### src/rtl/ssr_sync_pkg.sv
// Shared definitions for the controller/ToR time-sync and slot protocol.
package ssr_sync_pkg;

  // Control-message type codes carried on the control channel
  localparam logic [1:0] MSG_RETURN_TS = 2'd1;
  localparam logic [1:0] MSG_M_STD     = 2'd2;
  localparam logic [1:0] MSG_SIM_START = 2'd3;

  // Default slot timing, shared with the controller master
  localparam logic [31:0] DEF_SLOT_LEN     = 32'h0000_0680;
  localparam logic [31:0] DEF_CONFIG_DELAY = 32'h0000_00AA;
  localparam logic [31:0] DEF_SYNC_TIMEOUT = 32'h0000_1000;

  typedef enum logic [2:0] {
    ST_IDLE       = 3'd0,
    ST_SEND_S_TS  = 3'd1,
    ST_WAIT_RET   = 3'd2,
    ST_WAIT_M_STD = 3'd3,
    ST_RUN        = 3'd4
  } sync_state_e;

  // Corrected local time: master time plus half the round trip, plus one
  // for the cycle spent loading the value.
  function automatic logic [63:0] corrected_time(input logic [63:0] master_ts,
                                                 input logic [63:0] now,
                                                 input logic [63:0] t1);
    logic [63:0] rtt;
    rtt = now - t1;
    return master_ts + (rtt >> 1) + 64'd1;
  endfunction

endpackage

### src/rtl/ssr_local_timer.sv
// Free-running 64-bit local time counter with a synchronous load port.
module ssr_local_timer (
  input  logic        i_clk,
  input  logic        i_rst,
  input  logic        i_load,
  input  logic [63:0] i_load_val,
  output logic [63:0] o_time
);

  logic [63:0] time_r;

  // Count every cycle; a load replaces the increment for that cycle
  always_ff @(posedge i_clk) begin
    if (!i_rst) begin
      time_r <= 64'd0;
    end else if (i_load) begin
      time_r <= i_load_val;
    end else begin
      time_r <= time_r + 64'd1;
    end
  end

  assign o_time = time_r;

endmodule

### src/rtl/tor_ts_slave.sv
// ToR-side time-sync slave: timestamp exchange, time correction and slot tracking.
module tor_ts_slave #(
  parameter logic [31:0] P_SLOT_LEN     = ssr_sync_pkg::DEF_SLOT_LEN,
  parameter logic [31:0] P_CONFIG_DELAY = ssr_sync_pkg::DEF_CONFIG_DELAY,
  parameter logic [31:0] P_SYNC_TIMEOUT = ssr_sync_pkg::DEF_SYNC_TIMEOUT
) (
  input  logic        i_clk,
  input  logic        i_rst,
  input  logic        i_link_up,
  input  logic        i_rx_valid,
  input  logic [1:0]  i_rx_type,
  input  logic [63:0] i_rx_ts,
  input  logic        i_rx_slot_id,
  output logic        o_tx_valid,
  output logic [63:0] o_tx_ts,
  input  logic        i_tx_ready,
  output logic [63:0] o_local_time,
  output logic        o_slot_id,
  output logic        o_slot_active,
  output logic        o_slot_start,
  output logic        o_synced,
  output logic        o_sim_start,
  output logic        o_sync_err
);
  import ssr_sync_pkg::*;

  localparam logic [31:0] SLOT_LAST  = P_SLOT_LEN - 32'd1;
  localparam logic [31:0] MSTD_LIMIT = P_CONFIG_DELAY + P_SYNC_TIMEOUT;

  sync_state_e state_r, state_next_s;
  logic [63:0] local_time_s, load_val_s, tx_ts_r, tx_ts_s, t1_r, t1_s;
  logic [31:0] slot_cnt_r, slot_cnt_s, wait_cnt_r;
  logic        load_s, ret_s, mstd_s;
  logic        tx_valid_r, tx_valid_s, slot_id_r, slot_id_s;
  logic        slot_active_r, slot_active_s, slot_start_r, slot_start_s;
  logic        synced_r, synced_s, sync_err_r, sync_err_s, sim_start_r;

  assign ret_s  = i_rx_valid && (i_rx_type == MSG_RETURN_TS);
  assign mstd_s = i_rx_valid && (i_rx_type == MSG_M_STD);

  ssr_local_timer u_timer (
    .i_clk      (i_clk),
    .i_rst      (i_rst),
    .i_load     (load_s),
    .i_load_val (load_val_s),
    .o_time     (local_time_s)
  );

  // Next-state and next-output decode; link loss overrides every state
  always_comb begin
    state_next_s  = state_r;
    tx_valid_s    = tx_valid_r;
    tx_ts_s       = tx_ts_r;
    t1_s          = t1_r;
    slot_id_s     = slot_id_r;
    slot_cnt_s    = slot_cnt_r + 32'd1;
    slot_active_s = slot_active_r;
    slot_start_s  = 1'b0;
    synced_s      = synced_r;
    sync_err_s    = 1'b0;
    load_s        = 1'b0;
    load_val_s    = 64'd0;
    if (!i_link_up) begin
      state_next_s  = ST_IDLE;
      tx_valid_s    = 1'b0;
      slot_active_s = 1'b0;
      synced_s      = 1'b0;
    end else begin
      case (state_r)
        ST_IDLE: begin
          // Request carries the local time of the first request cycle
          state_next_s = ST_SEND_S_TS;
          tx_valid_s   = 1'b1;
          tx_ts_s      = local_time_s + 64'd1;
          synced_s     = 1'b0;
        end
        ST_SEND_S_TS: begin
          if (tx_valid_r && i_tx_ready) begin
            t1_s         = tx_ts_r;
            tx_valid_s   = 1'b0;
            state_next_s = ST_WAIT_RET;
          end else begin
            tx_valid_s = 1'b1;
          end
        end
        ST_WAIT_RET: begin
          if (ret_s) begin
            load_s       = 1'b1;
            load_val_s   = corrected_time(i_rx_ts, local_time_s, t1_r);
            synced_s     = 1'b1;
            state_next_s = ST_WAIT_M_STD;
          end else if (wait_cnt_r == P_SYNC_TIMEOUT) begin
            sync_err_s   = 1'b1;
            synced_s     = 1'b0;
            state_next_s = ST_IDLE;
          end else begin
            state_next_s = ST_WAIT_RET;
          end
        end
        ST_WAIT_M_STD: begin
          if (mstd_s) begin
            slot_id_s     = i_rx_slot_id;
            slot_cnt_s    = 32'd0;
            slot_start_s  = 1'b1;
            slot_active_s = 1'b1;
            state_next_s  = ST_RUN;
          end else if (wait_cnt_r == MSTD_LIMIT) begin
            sync_err_s   = 1'b1;
            synced_s     = 1'b0;
            state_next_s = ST_IDLE;
          end else begin
            state_next_s = ST_WAIT_M_STD;
          end
        end
        ST_RUN: begin
          // An early M_STD simply restarts the slot
          if (mstd_s) begin
            slot_id_s     = i_rx_slot_id;
            slot_cnt_s    = 32'd0;
            slot_start_s  = 1'b1;
            slot_active_s = 1'b1;
            state_next_s  = ST_RUN;
          end else if (slot_cnt_r == SLOT_LAST) begin
            slot_active_s = 1'b0;
            state_next_s  = ST_WAIT_M_STD;
          end else begin
            slot_active_s = 1'b1;
          end
        end
        default: begin
          state_next_s  = ST_IDLE;
          tx_valid_s    = 1'b0;
          slot_active_s = 1'b0;
          synced_s      = 1'b0;
        end
      endcase
    end
  end

  // State, counters and registered outputs
  always_ff @(posedge i_clk) begin
    if (!i_rst) begin
      state_r       <= ST_IDLE;
      tx_valid_r    <= 1'b0;
      tx_ts_r       <= 64'd0;
      t1_r          <= 64'd0;
      slot_id_r     <= 1'b0;
      slot_cnt_r    <= 32'd0;
      wait_cnt_r    <= 32'd0;
      slot_active_r <= 1'b0;
      slot_start_r  <= 1'b0;
      synced_r      <= 1'b0;
      sync_err_r    <= 1'b0;
    end else begin
      state_r       <= state_next_s;
      tx_valid_r    <= tx_valid_s;
      tx_ts_r       <= tx_ts_s;
      t1_r          <= t1_s;
      slot_id_r     <= slot_id_s;
      slot_cnt_r    <= slot_cnt_s;
      wait_cnt_r    <= (state_next_s != state_r) ? 32'd0 : wait_cnt_r + 32'd1;
      slot_active_r <= slot_active_s;
      slot_start_r  <= slot_start_s;
      synced_r      <= synced_s;
      sync_err_r    <= sync_err_s;
    end
  end

  // Sticky simulation-start flag, cleared only by reset
  always_ff @(posedge i_clk) begin
    if (!i_rst) begin
      sim_start_r <= 1'b0;
    end else if (i_rx_valid && (i_rx_type == MSG_SIM_START)) begin
      sim_start_r <= 1'b1;
    end else begin
      sim_start_r <= sim_start_r;
    end
  end

  assign o_tx_valid    = tx_valid_r;
  assign o_tx_ts       = tx_ts_r;
  assign o_local_time  = local_time_s;
  assign o_slot_id     = slot_id_r;
  assign o_slot_active = slot_active_r;
  assign o_slot_start  = slot_start_r;
  assign o_synced      = synced_r;
  assign o_sim_start   = sim_start_r;
  assign o_sync_err    = sync_err_r;

endmodule
### config.mk
export PLATFORM = sky130hd
export DESIGN_NAME = tor_ts_slave
export DESIGN_NICKNAME = d
export VERILOG_FILES = /design/src/rtl/ssr_sync_pkg.sv /design/src/rtl/ssr_local_timer.sv /design/src/rtl/tor_ts_slave.sv
export SDC_FILE = /design/constraint.sdc
export NUM_CORES = 1
export LEC_CHECK = 0
export CAP_MARGIN = 10
export CORE_MARGIN = 2
export CORE_UTILIZATION = 55
export CTS_CLUSTER_SIZE = 25
export DETAILED_ROUTE_END_ITERATION = 10
export PLACE_DENSITY = 0.89
export SETUP_SLACK_MARGIN = 0.5
export SYNTH_ARGS = -nofsm -noshare
export SYNTH_HDL_FRONTEND = slang
export SYNTH_SLANG_ARGS = --single-unit
### constraint.sdc
create_clock -name i_clk -period 6.8 [get_ports i_clk]
set_input_delay 0.68 -clock i_clk [delete_from_list [all_inputs] [get_ports i_clk]]
set_output_delay 0.68 -clock i_clk [all_outputs]
set_load 0.02 [all_outputs]
======== Word level (Yosys, flattened, before mapping) ========
Index checks and enable logic that the tools add are counted.
storage, ports and cells
  logic and storage cells ................. 90
  memories kept ........................... 0
  register bits ........................... 266
  memory bits (read-only) ................. 0
  input bits .............................. 72
  RAM bits ................................ 0
  latch bits .............................. 0
operators by class
  div/mod/pow operators ................... 0
  $lt $le $gt $ge ......................... 0
  add/sub/neg operators ................... 6
  bitwise operators ....................... 3
  mux-type cells .......................... 36
  reductions and logical operators ........ 17
  shifts and indexed selects .............. 0
  multiply operators ...................... 0
  equality and inequality tests ........... 15
operators by type and width
  operator                                         number
  2-to-1 mux 64 bit                                4
  adder 64 x 1 -> 64 bit, second input constant    2
  2-to-1 mux 32 bit                                3
  adder 32 x 1 -> 32 bit, second input constant    2
  adder 64 x 63 -> 64 bit                          1
  == test 32 x 13 -> 1 bit, second input constant  2
  subtractor 64 bit                                1
  == test 32 x 11 -> 1 bit, second input constant  1
  2-to-1 mux 1 bit                                 16
  2-to-1 mux 3 bit                                 5
  case mux 3 bit (5 select lines)                  1
  case mux 1 bit (3 select lines)                  3
  AND reduction 3 bit                              3
  == test 3 x 2 -> 1 bit, second input constant    2
  2-to-1 mux 2 bit                                 3
  inequality test 2 bit, second input constant     3
  AND reduction 2 bit                              3
  OR reduction 2 bit                               3
  OR reduction 3 bit                               2
  == test 2 bit, second input constant             2
  logical AND 1 bit                                4
  AND reduction 4 bit                              1
  == test 3 x 1 -> 1 bit, second input constant    1
  == test 3 bit, second input constant             1
  other kinds (6)                                  8

======== Depth between registers and ports, before layout ========
Gate-level depths: netlist of the first run.
  depth after elaboration ................. 7
  gate-level depth with buffers ........... 25
  depth with buffers taken out ............ 23

======== Modules after synthesis ========
Synthesis of the first run repeated with hierarchy kept, for this count alone.
second synthesis, totals
  cell total of the unflattened synthesis .. 2722
  area, all modules ....................... 20254.4 sq um
by module, submodules not included
  module           cells each  seq. area each (sq um)  times used  area an instance (sq um)
  tor_ts_slave     2256        4043.9                  1           16502.1
  ssr_local_timer  466         1281.2                  1           3752.3

======== Worst setup path before layout of the first run ========
OpenSTA, ideal clock, no wires.
  path kind ............................... flip-flop to flip-flop
  start point ............................. register u_timer.time_r[20], in the netlist u_timer.o_time[20]
  end point ............................... register u_timer.time_r[63], in the netlist u_timer.o_time[63]
  arrival time ............................ 4.619 ns
  buffers on the path ..................... 2
  stages on the path, launching flop included .. 23
  library setup time ...................... 0.144 ns
  clock period less this slack ............ 4.762 ns
  path slack .............................. 2.038 ns
  required time ........................... 6.656 ns
  cell sequence ........................... dfxtp_1 > ha_1 > clkbuf_1 > a21oi_1 > o21ai_1 > a211oi_1 > nor2_1 > a211oi_1 > a21oi_1 > nor2_1 > o21bai_1 > a21boi_0 > xnor2_1 > ha_1 > clkbuf_1 > a21o_1 > a21o_1 > a21oi_1 > o311ai_0 > o2bb2ai_1 > a211oi_2 > o41ai_1 > o221ai_1
on the way
  cells in the longest elaborated chain, start to end .. 7
ends and longest elaborated chain
  element                   RTL line               source
  start: declaration        ssr_local_timer.sv:10  logic [63:0] time_r;
  start signal: assignment  ssr_local_timer.sv:17  time_r <= i_load_val;
  start signal: assignment  ssr_local_timer.sv:19  time_r <= time_r + 64'd1;
  subtractor 64 bit         ssr_sync_pkg.sv:28     rtt = now - t1;
  adder 64 x 63 -> 64 bit   ssr_sync_pkg.sv:29     return master_ts + (rtt >> 1) + 64'd1;
  adder 64 x 1 -> 64 bit    ssr_sync_pkg.sv:29
  2-to-1 mux 64 bit         tor_ts_slave.sv:87     if (ret_s) begin
  2-to-1 mux 64 bit         tor_ts_slave.sv:69     case (state_r)
  2-to-1 mux 64 bit         tor_ts_slave.sv:63     if (!i_link_up) begin
  2-to-1 mux 64 bit *       ssr_local_timer.sv:16  end else if (i_load) begin
Mark *: on every way between the ends. The rest lies on a longest branch, timed or not.
A chain may end at the register's enable or synchronous reset.

======== Final worst setup path of the first run ========
  start point ............................. register t1_r[14]
  end point ............................... register u_timer.time_r[52], in the netlist u_timer.o_time[52]
on the way
  cells in the longest elaborated chain, start to end .. 7
ends and longest elaborated chain
  element                   RTL line               source
  start: declaration        tor_ts_slave.sv:31     logic [63:0] local_time_s, load_val_s, tx_ts_r, tx_ts_s, t1_r, t1_s;
  start signal: assignment  tor_ts_slave.sv:158    t1_r <= t1_s;
  subtractor 64 bit         ssr_sync_pkg.sv:28
  adder 64 x 63 -> 64 bit   ssr_sync_pkg.sv:29
  adder 64 x 1 -> 64 bit    ssr_sync_pkg.sv:29
  2-to-1 mux 64 bit         tor_ts_slave.sv:87
  2-to-1 mux 64 bit         tor_ts_slave.sv:69
  2-to-1 mux 64 bit         tor_ts_slave.sv:63
  2-to-1 mux 64 bit         ssr_local_timer.sv:16
Every way passes these cells.

==> run_results.csv, run 1 <==
group,metric,value,unit
cts,post_cts_buffers,0,
cts,clk_path_buf_depth,3,
final_layout,n_fill_cell,2945,
floorplan,die_x,190.4,um
place,hpwlAfterDp,43750,um
worst_setup_path,r2r_start,"t1_r[14]$_SDFFE_PN0P_",
min_path,min_to,"slot_cnt_r[0]$_SDFF_PN0_",
grt,grt_pass1_vias,18210,
grt,grt_usage,30.56,%
pwr,combPwrFrac,29.7,%
drt,viasPerCell,6.141,
cts,clock-sinks,266,
pwr,p_switching,1.576,mW
timing,timing.final.max_slew_violations,0,
final_layout,ff_latch_area,0.005325,mm^2
pwr,pwr-share-clk,36.0,%
timing,finalWorstSetupSlack,1.045,ns
drt,drcViolationCount,0,
logic_synthesis,synth_cell_types,82,
pwr,p_sw_share,33.46,%
place,io_buffers,206,
floorplan,top_level_ports,207,
logic_synthesis,async_flop_share,0,%
logic_synthesis,synth_edf_count,0,
worst_setup_path,crit_arrival,6.20,ns
floorplan,start_util,55.59,%
flow_run,drv_cap,0,
pwr,seqPwrFrac,34.3,%
timing,fmax,0.1738,GHz
logic_synthesis,syn_area,0.01911,mm^2
pwr,cellPowerDensity,210.6,mW/mm^2
timing,finalHoldViolCount,0,
timing,fin_worst_skew,0.04224,ns
grt,use_met1,38.27,%
drt,drt-total-wl,57330,um
grt,use_met2,52.55,%
timing,worst_pin_slew,1.230,ns
final_layout,multi_input_area,0.01283,mm^2
grt,met3_usage,5.171,%
worst_setup_path,reg2reg_to,"u_timer.o_time[52]$_SDFF_PN0_",
drt,wl_per_cell,18.58,um
timing,fin_crit,5.755,ns
logic_synthesis,synth_cells,2488,
place,gp_congestion,0.9476,
timing,post-route-period-util,84.63,%
pwr,p_int,3.134,mW
cts,clock_latency,0.60,ns
final_layout,syn2layout_area_growth,17.00,%
outcome,status,"finished, final reports clean",
floorplan,rows,68,
worst_setup_path,crit_fanout,9,
pwr,peakVddDrop,0.2415,mV
logic_synthesis,syn_nets,2692,
final_layout,final_util,65.05,%
drt,final_antenna_net_count,0,
cts,root_buffer,"clkbuf_16",
cts,h-tree-depth,1,
floorplan,die_area,0.03625,mm^2
timing,rsz0062_at_grt,"no",
timing,setup_viol,0,
cts,hold_buffers,0,
logic_synthesis,avgSynthCellArea,7.681,um^2
cts,clk_pin_slew,0.07,ns
drt,drt-pass1-iter-count,6,
final_layout,layout.nets,2811,
cts,cts_tree,"yes",
worst_setup_path,crit_path_start_kind,"register",
drt,vias,18950,
cts,cts_resized,0,
worst_setup_path,cp.required,7.25,ns
worst_setup_path,worstSetupPathType,"register to register",
floorplan,die_y,190.4,um
final_layout,drive_gt1_share,3.878,%
place,pre_cts_ws,1.260,ns
logic_synthesis,synth_flop_cell,"dfxtp_1",
floorplan,core_area,0.03437,mm^2
timing,fin_tns_setup,0,ns
drt,first_iter_violations,1427,
grt,grt_max_degree,99,
grt,grt-ovfl-total,0,
pwr,finalPower,4.709,mW
logic_synthesis,yosys_warnings,0,
min_path,worstHoldPathType,"register to register",
logic_synthesis,seq_area_frac_synth,27.87,%
worst_setup_path,end_kind,"register",
grt,grt_pass1_wl,91390,um
worst_setup_path,r2r_slack,1.05,ns
min_path,hold_depth,1,
grt,busiest_layer,"met2",
cts,numCtsBuffers,30,
worst_setup_path,reg2reg_depth,23,
timing,maxSlewHeadroom,17.97,%
grt,antenna_found_initial,3,
logic_synthesis,ys_ff_latch,266,
pwr,p_leak,10.20,nW
min_path,min-delay-start,"slot_cnt_r[0]$_SDFF_PN0_",
==> metal layers <==
metal	part of all wire (%)	up-vias	wire (um)
met4	3.8	4	2161
li1	-	9027	-
met2	47	719	26770
met3	7.3	151	4213
met1	42	9050	24160
met5	0.044	-	25
==> final cells by class <==
type / count / share of cell area (%)
flip-flops and latches: 266 / 23.82
repair buffers: 217 / 9.580
clock inverters: 14 / 0.8114
inverters: 122 / 2.048
clock buffers: 41 / 3.811
diodes: 1 / 0.01119
multi-input cells: 1970 / 57.38
well taps: 455 / 2.546
==> power groups by stage <==
stage / Clock, mW / Sequential, mW / Combinational (mW)
6_report: 1.70 / 1.62 / 1.40
5_1_grt: 1.79 / 1.62 / 1.51
4_1_cts: 1.72 / 1.62 / 1.37
2_1_floorplan: 0 / 1.68 / 0.939
3_5_place_dp: 0 / 1.65 / 1.36
3_3_place_gp: 0 / 1.65 / 1.35
==> worst max path at each step <==
stage                                        from  depth (start not counted)                            end  slack [ns]
global placement            t1_r[14]$_SDFFE_PN0P_                         21  u_timer.o_time[63]$_SDFF_PN0_        1.45
floorplan           u_timer.o_time[20]$_SDFF_PN0_                         22  u_timer.o_time[63]$_SDFF_PN0_        2.04
global route                t1_r[14]$_SDFFE_PN0P_                         21  u_timer.o_time[63]$_SDFF_PN0_        0.60
finish                      t1_r[14]$_SDFFE_PN0P_                         23  u_timer.o_time[52]$_SDFF_PN0_        1.05
CTS                         t1_r[14]$_SDFFE_PN0P_                         21  u_timer.o_time[63]$_SDFF_PN0_        1.23
detailed placement  u_timer.o_time[14]$_SDFF_PN0_                         20  u_timer.o_time[63]$_SDFF_PN0_        1.26
==> synthesized netlist by cell type (6+ instances only) <==
master     count  area, um^2
o21ai_1       11       55.05
a21boi_0      70       525.5
nor4_1        10       62.56
inv_1        122       457.9
nor2_1       182       683.2
or3_1         14       87.58
and2_1        12       75.07
o21ai_0       77       385.4
buf_1          8       30.03
xnor2_1      112       980.9
mux2i_1        7       70.07
a221oi_1       8       70.07
nand4_1       62       387.9
dfxtp_1      266        5325
and3_1        42       262.8
a211oi_1      18       135.1
nor2b_1       18       112.6
a31oi_1        8       50.05
nor3_1        38       190.2
o221ai_1       8       70.07
buf_2         14       70.07
o2111ai_1     10       87.58
xor2_1       113       989.7
a21o_1        69       518.0
o22ai_1       14       87.58
a21oi_1      160       800.8
clkbuf_1     106       397.9
o31ai_1        7       52.55
and4_1        15       131.4
o211ai_1      12       90.09
nor3b_1        6       45.04
o211a_1       99       991.0
nand3_1       76       380.4
o21bai_1      32       240.2
o21a_1        13       97.59
nand2_1      427        1603
ha_1         130        1627
nand2b_1      12       75.07
or2_2          7       43.79
==> cell families after synthesis <==
| kind of cell | count (synthesis) | synth area share (%) |
|---|---|---|
| AND/OR/NAND/NOR | 943 | 22.63 |
| AO/OA/AOI/OAI | 661 | 24.86 |
| flip-flops | 266 | 27.87 |
| buffers and inverters | 252 | 5.120 |
| XOR/XNOR | 225 | 10.31 |
| adder cells (fa/ha/maj) | 132 | 8.721 |
| multiplexers | 9 | 0.4845 |
==> cell usage in the layout, fill, tap and decap left out, drive strengths merged, types with 8 or more instances in the layout <==
cell	Yosys	routed
a211oi	20	20
a21boi	71	71
a21o	69	69
a21oi	164	164
a221oi	9	9
a31oi	8	8
and2	14	14
and3	42	42
and4	15	15
buf	24	12
clkbuf	106	41
clkdlybuf4s50	0	205
clkinv	0	8
dfxtp	266	266
ha	130	130
inv	122	122
nand2	427	427
nand2b	12	12
nand3	77	77
nand4	62	62
nor2	182	182
nor2b	18	18
nor3	41	41
nor4	10	10
o2111ai	10	10
o211a	99	99
o211ai	13	13
o21a	14	14
o21ai	90	90
o21bai	32	32
o221ai	8	8
o22ai	14	14
o31ai	8	8
or2	8	8
or3	14	14
xnor2	112	112
xor2	113	113
==> metrics by stage <==
step	hold WS, ns	std cells	instance area [um^2]
CTS	0.4525	3085	22360
global route	0.4591	3085	22360
global placement	0.4302	3030	21320
finish	0.4526	3086	22360
floorplan	0.4175	2488	19110
detailed placement	0.4417	3030	21320
==> critical path, cell delays in order (launching register included) <==
cell       delay [ns]
dfxtp_1          0.33
inv_1            0.04
ha_1             0.45
nand3_1          0.20
nor3_1           0.28
nand2_1          0.08
o21ai_0          0.34
a2bb2oi_1        0.52
a31o_2           0.28
a41oi_2          0.15
o21ai_1          0.28
a211oi_2         0.12
xnor2_1          0.14
ha_1             0.44
nand4_1          0.20
nor3_1           0.30
inv_1            0.07
o22ai_1          0.12
a211oi_1         0.10
a211oi_1         0.54
nor2b_1          0.15
o21ai_0          0.24
xnor2_1          0.14
o22ai_1          0.08
==> registers in the layout, indices dropped and copies added (netlist names) <==
signal and flops:
o_tx_ts 64, t1_r 64, u_timer.o_time 64, slot_cnt_r 32, wait_cnt_r 32, state_r 3
o_sim_start 1, o_slot_active 1, o_slot_id 1, o_slot_start 1, o_sync_err 1, o_synced 1
o_tx_valid 1
Power figures use the tool's default switching activity.
==> inputs of run 2 (changes only) <==
Settings changed: CORE_UTILIZATION 55 to 53, PLACE_DENSITY 0.89 to 0.9.
Clock period 6.8 ns to 5.2 ns, I/O delays scaled along.
==> run_results.csv, run 2 (synthesis gave the netlist of run 1 again) <==
group,metric,value,unit
pwr,p_leak,11.10,nW
worst_setup_path,crit_path_start_kind,"register",
worst_setup_path,path_common_cell,"buf_4",
cts,clock_latency,0.63,ns
worst_setup_path,worstSetupPathType,"register to register",
drt,wl_per_cell,19.16,um
outcome,status,"finished, final reports clean",
drt,final_antenna_net_count,0,
floorplan,die_y,193.9,um
grt,grt_max_degree,96,
timing,post-route-period-util,93.16,%
floorplan,start_util,53.73,%
cts,cts_tree,"yes",
timing,fin_worst_skew,0.06038,ns
drt,first_iter_violations,1419,
worst_setup_path,r2r_start,"t1_r[2]$_SDFFE_PN0P_",
timing,fin_tns_setup,0,ns
floorplan,die_x,193.9,um
timing,finalHoldViolCount,0,
final_layout,syn2layout_area_growth,28.18,%
grt,antenna_found_initial,1,
pwr,seqPwrFrac,31.1,%
drt,dr_wl_met2,29310,um
final_layout,layout_common_cells,"nand2_1, dfxtp_1, clkdlybuf4s50_1",
min_path,min-delay-start,"i_rst",
timing,fin_crit,4.844,ns
drt,drt-pass1-iter-count,5,
pwr,p_sw_share,33.78,%
final_layout,final_common_cell,"nand2_1",
place,gp_congestion,1.027,
cts,clock-sinks,266,
worst_setup_path,crit_slowest_cell,"ha_1",
cts,clk_path_buf_depth,3,
place,io_buffers,206,
worst_setup_path,critPathLaunch,"t1_r[2]$_SDFFE_PN0P_",
pwr,combPwrFrac,34.7,%
worst_setup_path,cp_slowest_stage_delay,0.35,ns
floorplan,rows,69,
pwr,p_switching,2.297,mW
pwr,cellPowerDensity,277.6,mW/mm^2
pwr,p_int,4.503,mW
timing,timing.final.max_slew_violations,0,
worst_setup_path,critPathTopFamily,"compound AO/OA/AOI/OAI gates",
drt,drcViolationCount,0,
grt,grt-ovfl-total,0,
drt,vias,19640,
cts,h-tree-depth,1,
place,pre_cts_ws,-0.04259,ns
drt,wl_met1,25870,um
place,hpwlAfterDp,45250,um
cts,hold_buffers,0,
grt,grt_usage,30.81,%
pwr,peakVddDrop,0.2971,mV
final_layout,final_util,68.87,%
worst_setup_path,crit_chain,"inv_2 -> ha_4 -> buf_4 -> a31o_4 -> a31oi_4 -> nor3_4 -> o21ai_4 -> buf_4 -> a2111oi_4 -> buf_4 -> o21bai_2 -> and2_4 -> xnor2_1 -> ha_1 -> nand2_1 -> nor3_2 -> and2_1 -> nand2_1 -> o2bb2ai_2 -> a211oi_4 -> buf_4 -> o41ai_4 -> o221ai_1",
drt,wl_met3,4028,um
timing,fmax,0.2064,GHz
final_layout,layout.nets,2942,
cts,root_buffer,"clkbuf_16",
timing,worst_pin_slew,1.181,ns
final_layout,drive_gt1_share,15.24,%
grt,grt_pass1_vias,18820,
flow_run,drv_cap,0,
floorplan,die_area,0.03759,mm^2
final_layout,antennaDiodeCount,0,
worst_setup_path,cp.required,5.66,ns
worst_setup_path,path_buf_inv,5,
worst_setup_path,crit_arrival,5.30,ns
drt,drt-total-wl,61750,um
timing,setup_viol,0,
pwr,pwr-share-clk,34.2,%
timing,maxSlewHeadroom,21.27,%
drt,viasPerCell,6.093,
worst_setup_path,crit_fanout,5,
floorplan,top_level_ports,207,
cts,numCtsBuffers,30,
min_path,worstHoldPathType,"primary input to register",
floorplan,core_area,0.03557,mm^2
timing,rsz0062_at_grt,"yes",
grt,grt_pass1_wl,96810,um
timing,finalWorstSetupSlack,0.3558,ns
drt,highest-signal-layer,"met5",
cts,clk_pin_slew,0.07,ns
worst_setup_path,end_kind,"register",
[run 2: cell count changes in the layout (fill, tap and decap cells not counted), sizes merged]
cell    change
buf       +131
bufinv      +2
clkbuf      -4
clkinv      +2
diode       -1
inv         +1
[run 2: final cells by class]
type                            instances  area [um^2]
Tap cell                              461        576.8
Inverter                              122        457.9
Clock inverter                         19        271.5
Fill cell                            2807        11070
Multi-Input combinational cell       1970        13880
Timing Repair Buffer                  348         3148
Clock buffer                           37        817.0
Sequential cell                       266         5348
[run 2: metal layers]
layer | track usage (%) | vias to the layer above
met3 | 4.749 | 181
met5 | 0 | -
li1 | - | 9289
met2 | 52.50 | 738
met4 | 12.04 | 2
met1 | 39.16 | 9428
[run 2: worst paths after layout]
path / endpoint / cells past startpoint / slack (ns)
worst min register to register: t1_r[45]$_SDFFE_PN0P_ / 2 / 0.45
worst min-delay path: u_timer.o_time[53]$_SDFF_PN0_ / 3 / 0.33
worst max register to register: u_timer.o_time[63]$_SDFF_PN0_ / 23 / 0.36
worst max-delay path: u_timer.o_time[63]$_SDFF_PN0_ / 23 / 0.36
[run 2: what timing repair did]
item                       in CTS  in global routing
gates resized for setup       103                148
buffers inserted               27                 31
pin swaps                      53                 67
setup endpoints to repair      27                 33
[run 2: per-stage QoR]
step / power [mW] / hold WS (ns) / area [um^2] / instances
2_1_floorplan: 3.423 / 0.4175 / 19120 / 2488
3_3_place_gp: 4.059 / 0.4282 / 21890 / 3109
3_5_place_dp: 4.068 / 0.4441 / 21890 / 3109
4_1_cts: 6.555 / 0.2988 / 23620 / 3192
5_1_grt: 7.073 / 0.3241 / 24490 / 3223
6_report: 6.800 / 0.3336 / 24490 / 3223
[run 2: tightest hold or removal path: stages]
cell     delay, ns
buf_4         0.22
nand2_1       0.11
a21oi_1       0.04
[run 2: power by group through the flow]
stage               Sequential [mW]  Combinational, mW  Clock [mW]
finish                         2.11               2.36        2.33
global route                   2.12               2.52        2.43
CTS                            2.11               2.09        2.35
detailed placement             2.16               1.91           0
global placement               2.16               1.90           0
floorplan                      2.20               1.23           0
